### src/rtl/ni_target_request_tracker_pkg.sv
// Shared NoC parameters for the target-side request tracker.
//   SOURCE_WD_DEF / LEN_WD_DEF : default ID and burst-length widths
//   rsp_state_e                : response-serving FSM encoding
//   RST_ACTIVE                 : active level of the synchronous reset
package ni_target_request_tracker_pkg;

  localparam int unsigned SOURCE_WD_DEF = 8;
  localparam int unsigned LEN_WD_DEF    = 8;

  localparam logic RST_ACTIVE = 1'b1;

  typedef enum logic [1:0] {
    ST_IDLE   = 2'd0,
    ST_HEADER = 2'd1,
    ST_DATA   = 2'd2
  } rsp_state_e;

endpackage

### src/rtl/ni_target_request_fifo.sv
// Synchronous DEPTH-entry FIFO holding tracked request records.
//   clk, rst  : clock, synchronous active-high reset (pointers/count only)
//   push      : write push_data (ignored when full unless popping too)
//   push_data : record to store
//   pop       : retire head entry (ignored when empty)
//   head_data : record at the head (valid while !empty)
//   count     : stored entries; full / empty flags derived from it
module ni_target_request_fifo
  import ni_target_request_tracker_pkg::*;
#(
  parameter int unsigned DATA_WD = 17,
  parameter int unsigned DEPTH   = 4,
  parameter int unsigned CNT_WD  = 3
) (
  input  logic               clk,
  input  logic               rst,
  input  logic               push,
  input  logic [DATA_WD-1:0] push_data,
  input  logic               pop,
  output logic [DATA_WD-1:0] head_data,
  output logic [CNT_WD-1:0]  count,
  output logic               full,
  output logic               empty
);

  localparam int unsigned PTR_WD = $clog2(DEPTH);

  logic [DATA_WD-1:0] mem [DEPTH];
  logic [PTR_WD-1:0]  wr_ptr;
  logic [PTR_WD-1:0]  rd_ptr;
  logic               do_wr;
  logic               do_rd;

  assign full      = (count == CNT_WD'(DEPTH));
  assign empty     = (count == '0);
  assign do_rd     = pop & ~empty;
  // A full FIFO still takes a write when the head is retired the same cycle.
  assign do_wr     = push & (~full | do_rd);
  assign head_data = mem[rd_ptr];

  always_ff @(posedge clk) begin
    if (do_wr) mem[wr_ptr] <= push_data;
  end

  always_ff @(posedge clk) begin
    if (rst == RST_ACTIVE) begin
      wr_ptr <= '0;
      rd_ptr <= '0;
      count  <= '0;
    end else begin
      if (do_wr) wr_ptr <= wr_ptr + 1'b1;
      if (do_rd) rd_ptr <= rd_ptr + 1'b1;
      case ({do_wr, do_rd})
        2'b10:   count <= count + 1'b1;
        2'b01:   count <= count - 1'b1;
        default: count <= count;
      endcase
    end
  end

endmodule

### src/rtl/ni_target_request_tracker.sv
// Target-side NI request tracker: records requests needing a response and
// serves them in order to the response packetizer with beat framing.
//   clk, rst             : clock, synchronous active-high reset
//   req_*                : decoded request header from the depacketizer
//   track_full           : no free entry (registered)
//   rsp_beat_valid/accept: response beat handshake, transfer = valid & accept
//   rsp_pending/dest/is_read/first/last : current response framing
//   rsp_unexpected       : pulse, beat presented with nothing pending
//   req_overflow         : pulse, header dropped because tracker full
//   outstanding          : stored entry count
module ni_target_request_tracker
  import ni_target_request_tracker_pkg::*;
#(
  parameter int unsigned SOURCE_WD = SOURCE_WD_DEF,
  parameter int unsigned LEN_WD    = LEN_WD_DEF,
  parameter int unsigned DEPTH     = 4,
  parameter int unsigned CNT_WD    = 3
) (
  input  logic                 clk,
  input  logic                 rst,
  input  logic                 req_header_valid,
  input  logic [SOURCE_WD-1:0] req_source,
  input  logic                 req_is_read,
  input  logic [LEN_WD-1:0]    req_burst_len,
  input  logic                 req_needs_response,
  output logic                 track_full,
  input  logic                 rsp_beat_valid,
  input  logic                 rsp_beat_accept,
  output logic                 rsp_pending,
  output logic [SOURCE_WD-1:0] rsp_dest,
  output logic                 rsp_is_read,
  output logic                 rsp_first,
  output logic                 rsp_last,
  output logic                 rsp_unexpected,
  output logic                 req_overflow,
  output logic [CNT_WD-1:0]    outstanding
);

  localparam int unsigned ENTRY_WD = SOURCE_WD + 1 + LEN_WD;

  rsp_state_e           state, state_next;
  logic [LEN_WD-1:0]    beat_cnt, beat_cnt_next;

  logic                 push;
  logic                 pop;
  logic                 xfer;
  logic                 last_beat;
  logic [ENTRY_WD-1:0]  push_data;
  logic [ENTRY_WD-1:0]  head_data;
  logic [CNT_WD-1:0]    fifo_count;
  logic                 fifo_full;
  logic                 fifo_empty;
  logic [SOURCE_WD-1:0] head_src;
  logic                 head_read;
  logic [LEN_WD-1:0]    head_len;

  assign push      = req_header_valid & req_needs_response;
  // Writes always answer with a single beat, so their length is stored as 0.
  assign push_data = {req_source, req_is_read, req_is_read ? req_burst_len : '0};
  assign {head_src, head_read, head_len} = head_data;

  ni_target_request_fifo #(
    .DATA_WD (ENTRY_WD),
    .DEPTH   (DEPTH),
    .CNT_WD  (CNT_WD)
  ) u_fifo (
    .clk       (clk),
    .rst       (rst),
    .push      (push),
    .push_data (push_data),
    .pop       (pop),
    .head_data (head_data),
    .count     (fifo_count),
    .full      (fifo_full),
    .empty     (fifo_empty)
  );

  assign xfer      = rsp_beat_valid & rsp_beat_accept & (state != ST_IDLE);
  assign last_beat = (state == ST_HEADER) ? (head_len == '0) : (beat_cnt == head_len);
  assign pop       = xfer & last_beat;

  always_comb begin
    state_next    = state;
    beat_cnt_next = beat_cnt;
    case (state)
      ST_IDLE: begin
        if (!fifo_empty) state_next = ST_HEADER;
      end
      ST_HEADER, ST_DATA: begin
        if (xfer) begin
          if (last_beat) begin
            beat_cnt_next = '0;
            // Only entries already visible count; a same-cycle push appears later.
            state_next    = (fifo_count > CNT_WD'(1)) ? ST_HEADER : ST_IDLE;
          end else begin
            beat_cnt_next = beat_cnt + 1'b1;
            state_next    = ST_DATA;
          end
        end
      end
      default: begin
        state_next    = ST_IDLE;
        beat_cnt_next = '0;
      end
    endcase
  end

  always_ff @(posedge clk) begin
    if (rst == RST_ACTIVE) begin
      state          <= ST_IDLE;
      beat_cnt       <= '0;
      rsp_unexpected <= 1'b0;
      req_overflow   <= 1'b0;
    end else begin
      state          <= state_next;
      beat_cnt       <= beat_cnt_next;
      rsp_unexpected <= rsp_beat_valid & (state == ST_IDLE);
      req_overflow   <= push & fifo_full & ~pop;
    end
  end

  assign rsp_pending = (state != ST_IDLE);
  assign rsp_first   = (state == ST_HEADER);
  assign rsp_last    = rsp_pending & last_beat;
  assign rsp_dest    = rsp_pending ? head_src : '0;
  assign rsp_is_read = rsp_pending & head_read;
  assign track_full  = fifo_full;
  assign outstanding = fifo_count;

endmodule

### config.mk
export PLATFORM = sky130hd
export DESIGN_NAME = ni_target_request_tracker
export DESIGN_NICKNAME = d
export VERILOG_FILES = /design/src/rtl/ni_target_request_tracker_pkg.sv /design/src/rtl/ni_target_request_fifo.sv /design/src/rtl/ni_target_request_tracker.sv
export SDC_FILE = /design/constraint.sdc
export NUM_CORES = 1
export LEC_CHECK = 0
export ABC_CLOCK_PERIOD_IN_PS = 10000
export BUFFER_PORTS_ARGS = -buffer_cell sky130_fd_sc_hd__buf_2
export CORE_ASPECT_RATIO = 0.9
export CORE_MARGIN = 1.5
export CORE_UTILIZATION = 63
export DETAILED_ROUTE_END_ITERATION = 8
export PLACE_DENSITY = 0.89
export SETUP_SLACK_MARGIN = 0.2
export SYNTH_ARGS = -nofsm -noshare
export SYNTH_HDL_FRONTEND = slang
export SYNTH_SLANG_ARGS = --single-unit
### constraint.sdc
create_clock -name clk -period 10 [get_ports clk]
set_clock_uncertainty 0.1 [all_clocks]
set_input_delay 0.5 -clock clk [delete_from_list [all_inputs] [get_ports clk]]
set_output_delay 0.5 -clock clk [all_outputs]
set_load 0.02 [all_outputs]
==> impl_metrics.csv <==
group,metric,value,unit
run_status,status,"completed",
power_and_ir_drop,powerDensity,192,mW/mm^2
worst_setup_path,crit_path_max_fanout,28,
synth,yosysTopAreaCell,"edfxtp_1",
synth,synth_nets,321,
worst_setup_path,setup.worst_path.end_class,"flop",
synth,synth_cell_types,43,
synth,muxShareOfSynthArea,0.108,
cells_and_area,drive_above_1_share,0.236,
cells_and_area,area_growth,11.1,%
route,ant_nets,0,
route,vias_per_cell,5.84,
synth,yosys.area.top_type_share,0.507,
synth,syn_avg_cell_area,14.1,um^2
worst_setup_path,crit_top_cell,"mux2i_1",
route,drt-initial-drc-count,134,
cells_and_area,n_antenna_cell,0,
min_path,hp-start,"req_source[6]",
synth,synth_edf_count,68,
cells_and_area,fillerInstances,407,
worst_setup_path,rrSetupSlack,5.86,ns
clock_tree,clk_latency,0.35,ns
synth,syn-instance-count,285,
clock_tree,cts_tree,"built",
synth,synthArstFlopShare,0,
floorplanning,die_y,78.8,um
place,pre_cts_slack,5.82,ns
floorplanning,num_io_pins,41,
synth,ys_warn_count,0,
synth,synth_compound_area_frac,0.0535,
run,maxCapViolations,0,
floorplanning,placeableCoreArea,0.00615,mm^2
sta,tightest_slew,1.11,ns
sta,post-route-period-util,0.414,
synth,ys_ff_latch,89,
place,dp_hpwl,4920,um
worst_setup_path,cp.buffers_inverters,0,
synth,ys_seq_area_frac,0.612,
worst_setup_path,cp_top_family,"simple AND/OR/NAND/NOR gates",
sta,maxSlewViolCount,0,
sta,rsz0062_at_grt,"no",
worst_setup_path,reg2reg_depth,6,
worst_setup_path,startpoint_type,"flop",
synth,synthTopCellsByArea,"edfxtp_1 51%, dfxtp_1 10%, mux4_2 9.0%",
power_and_ir_drop,total_power,858,uW
sta,max_freq,0.241,GHz
synth,synth_xor_xnor_area_share,0.0348,
route,route.detailed.drc,0,
sta,setup_tns,0,ns
sta,slew_headroom,0.257,
global_route,grt_max_degree,30,
cells_and_area,fin_area,0.00447,mm^2
worst_setup_path,path_class,"reg2reg",
worst_setup_path,slowest_stage,"dfxtp_1",
global_route,gr-usage-all-layers,0.227,
floorplanning,initial_core_util,0.655,
route,wl_per_cell,17.3,um
clock_tree,post_cts.repair.setup_buffers,0,
floorplanning,fp.dieW,87.3,um
place,gp_congestion,0.788,
clock_tree,root_buffer,"clkbuf_8",
route,vias,2434,
synth,synth_common_cells,"68 x edfxtp_1, 24 x and2_1, 21 x dfxtp_1",
clock_tree,cts_sinks,89,
global_route,grt_overflow,0,
power_and_ir_drop,leakage,0.00156,uW
synth,synth-adder-area-share,0.0404,
power_and_ir_drop,vdd_drop_max,0.000124,V
place,io_buffer_count,40,
sta,finalSetupViolCount,0,
synth,synth_top_family_by_area,"simple AND/OR/NAND/NOR gates",
clock_tree,htreeDepth,3,
global_route,grt_pass1_wl,11500,um
clock_tree,cts_buffer_depth,2,
route,totalWireLength,7200,um
synth,synth-main-ff-cell,"edfxtp_1",
sta,finalCriticalPeriod,4.14,ns
synth,synth.most_common_cell,"edfxtp_1",
sta,hold_viol,0,
place,placedInstanceArea,0.00429,mm^2
global_route,grt_pass1_vias,2381,
clock_tree,cts.clk_slew.worst_paths,0.09,ns
worst_setup_path,r2r_end,"u_fifo.mem[0][0]",
floorplanning,rows,27,
worst_setup_path,cp.required,9.88,ns
worst_setup_path,cp.arrival,4.03,ns
clock_tree,cts_buffers,9,
clock_tree,hold_buffers,0,
min_path,hp-class,"in2reg",
synth,synth_simple_gate_area_frac,0.130,
sta,whs,0.256,ns
route,first_pass_iters,4,
cells_and_area,fin_nets,361,
min_path,whs_path_depth,1,
worst_setup_path,slowest_delay,1.07,ns
floorplanning,die-area,0.00688,mm^2
global_route,grt_antenna_before_repair,0,
min_path,whs_endpoint,"u_fifo.mem[2][15]",
synth,netlist_area,0.00403,mm^2
clock_tree,cts_resized,0,
worst_setup_path,worstPathCellList,"mux2i_1, mux2i_1, a2111oi_0, nand3_1, a31oi_4, and2_1",
sta,setup_slack,5.86,ns
-- state kept, by name, indices dropped and copies added (netlist names), named ones only --
| name | count |
|---|---|
| u_fifo.mem | 68 |
| beat_cnt | 8 |
| u_fifo.count | 3 |
| state | 2 |
| u_fifo.rd_ptr | 2 |
| u_fifo.wr_ptr | 2 |
| req_overflow | 1 |
| rsp_unexpected | 1 |
-- final cells by class --
| type | instances | area (um^2) | area share |
|---|---|---|---|
| sequential | 89 | 2460 | 0.551 |
| multi-input combinational | 175 | 1470 | 0.330 |
| timing repair buffer | 41 | 208 | 0.0464 |
| clock buffer | 9 | 124 | 0.0277 |
| tap | 87 | 109 | 0.0243 |
| clock inverter | 7 | 61.3 | 0.0137 |
| inverter | 9 | 33.8 | 0.00755 |
-- power by group --
group | leakage (uW) | switching, uW | internal (uW)
logic | 0.000677 | 128 | 76.6
clock network | 0.0000940 | 137 | 95.5
registers | 0.000793 | 9.34 | 412
total | 0.00156 | 274 | 584
-- per-layer routing --
layer | vias to the layer above | track usage | wire length [um]
met2 | 74 | 0.372 | 3620
met4 | 0 | 0.110 | 136
met5 | - | 0 | 0
met1 | 1192 | 0.300 | 3140
li1 | 1155 | - | -
met3 | 13 | 0.0343 | 298
-- layout by cell type (no fill, tap or decap), drive strengths merged, types with 3 or more instances in the layout --
master,n
a211oi,4
a21oi,11
a31oi,3
and2,24
buf,41
clkbuf,9
dfxtp,21
edfxtp,68
ha,13
inv,13
mux2i,5
mux4,16
nand2,12
nand3,5
nand4,7
nor2,17
nor2b,5
nor3,11
o21ai,3
xnor2,8
xor2,8
-- worst max-delay path by stage --
stage | from | end | slack, ns | cells after the start
6_report | flop | u_fifo.mem[0][0] | 5.86 | 6
5_1_grt | flop | u_fifo.mem[0][1] | 5.53 | 6
4_1_cts | flop | u_fifo.mem[1][3] | 5.80 | 6
3_5_place_dp | flop | u_fifo.mem[1][13] | 5.82 | 6
3_3_place_gp | flop | u_fifo.mem[0][5] | 5.99 | 6
2_1_floorplan | flop | u_fifo.count[2] | 6.79 | 11
-- kinds of logic after synthesis --
family          after synthesis
buf+inv                      21
compound gates               28
flops                        89
mux                          23
fa+ha+maj                    13
simple gates                 95
xor+xnor                     16
-- stage by stage --
| step | std cells | utilization |
|---|---|---|
| 2_1_floorplan | 285 | - |
| 5_1_grt | 417 | 0.727 |
| 4_1_cts | 417 | 0.727 |
| 3_5_place_dp | 401 | 0.697 |
| 6_report | 417 | 0.727 |
| 3_3_place_gp | 401 | 0.697 |
No activity file was read; power rests on OpenSTA's default activity.
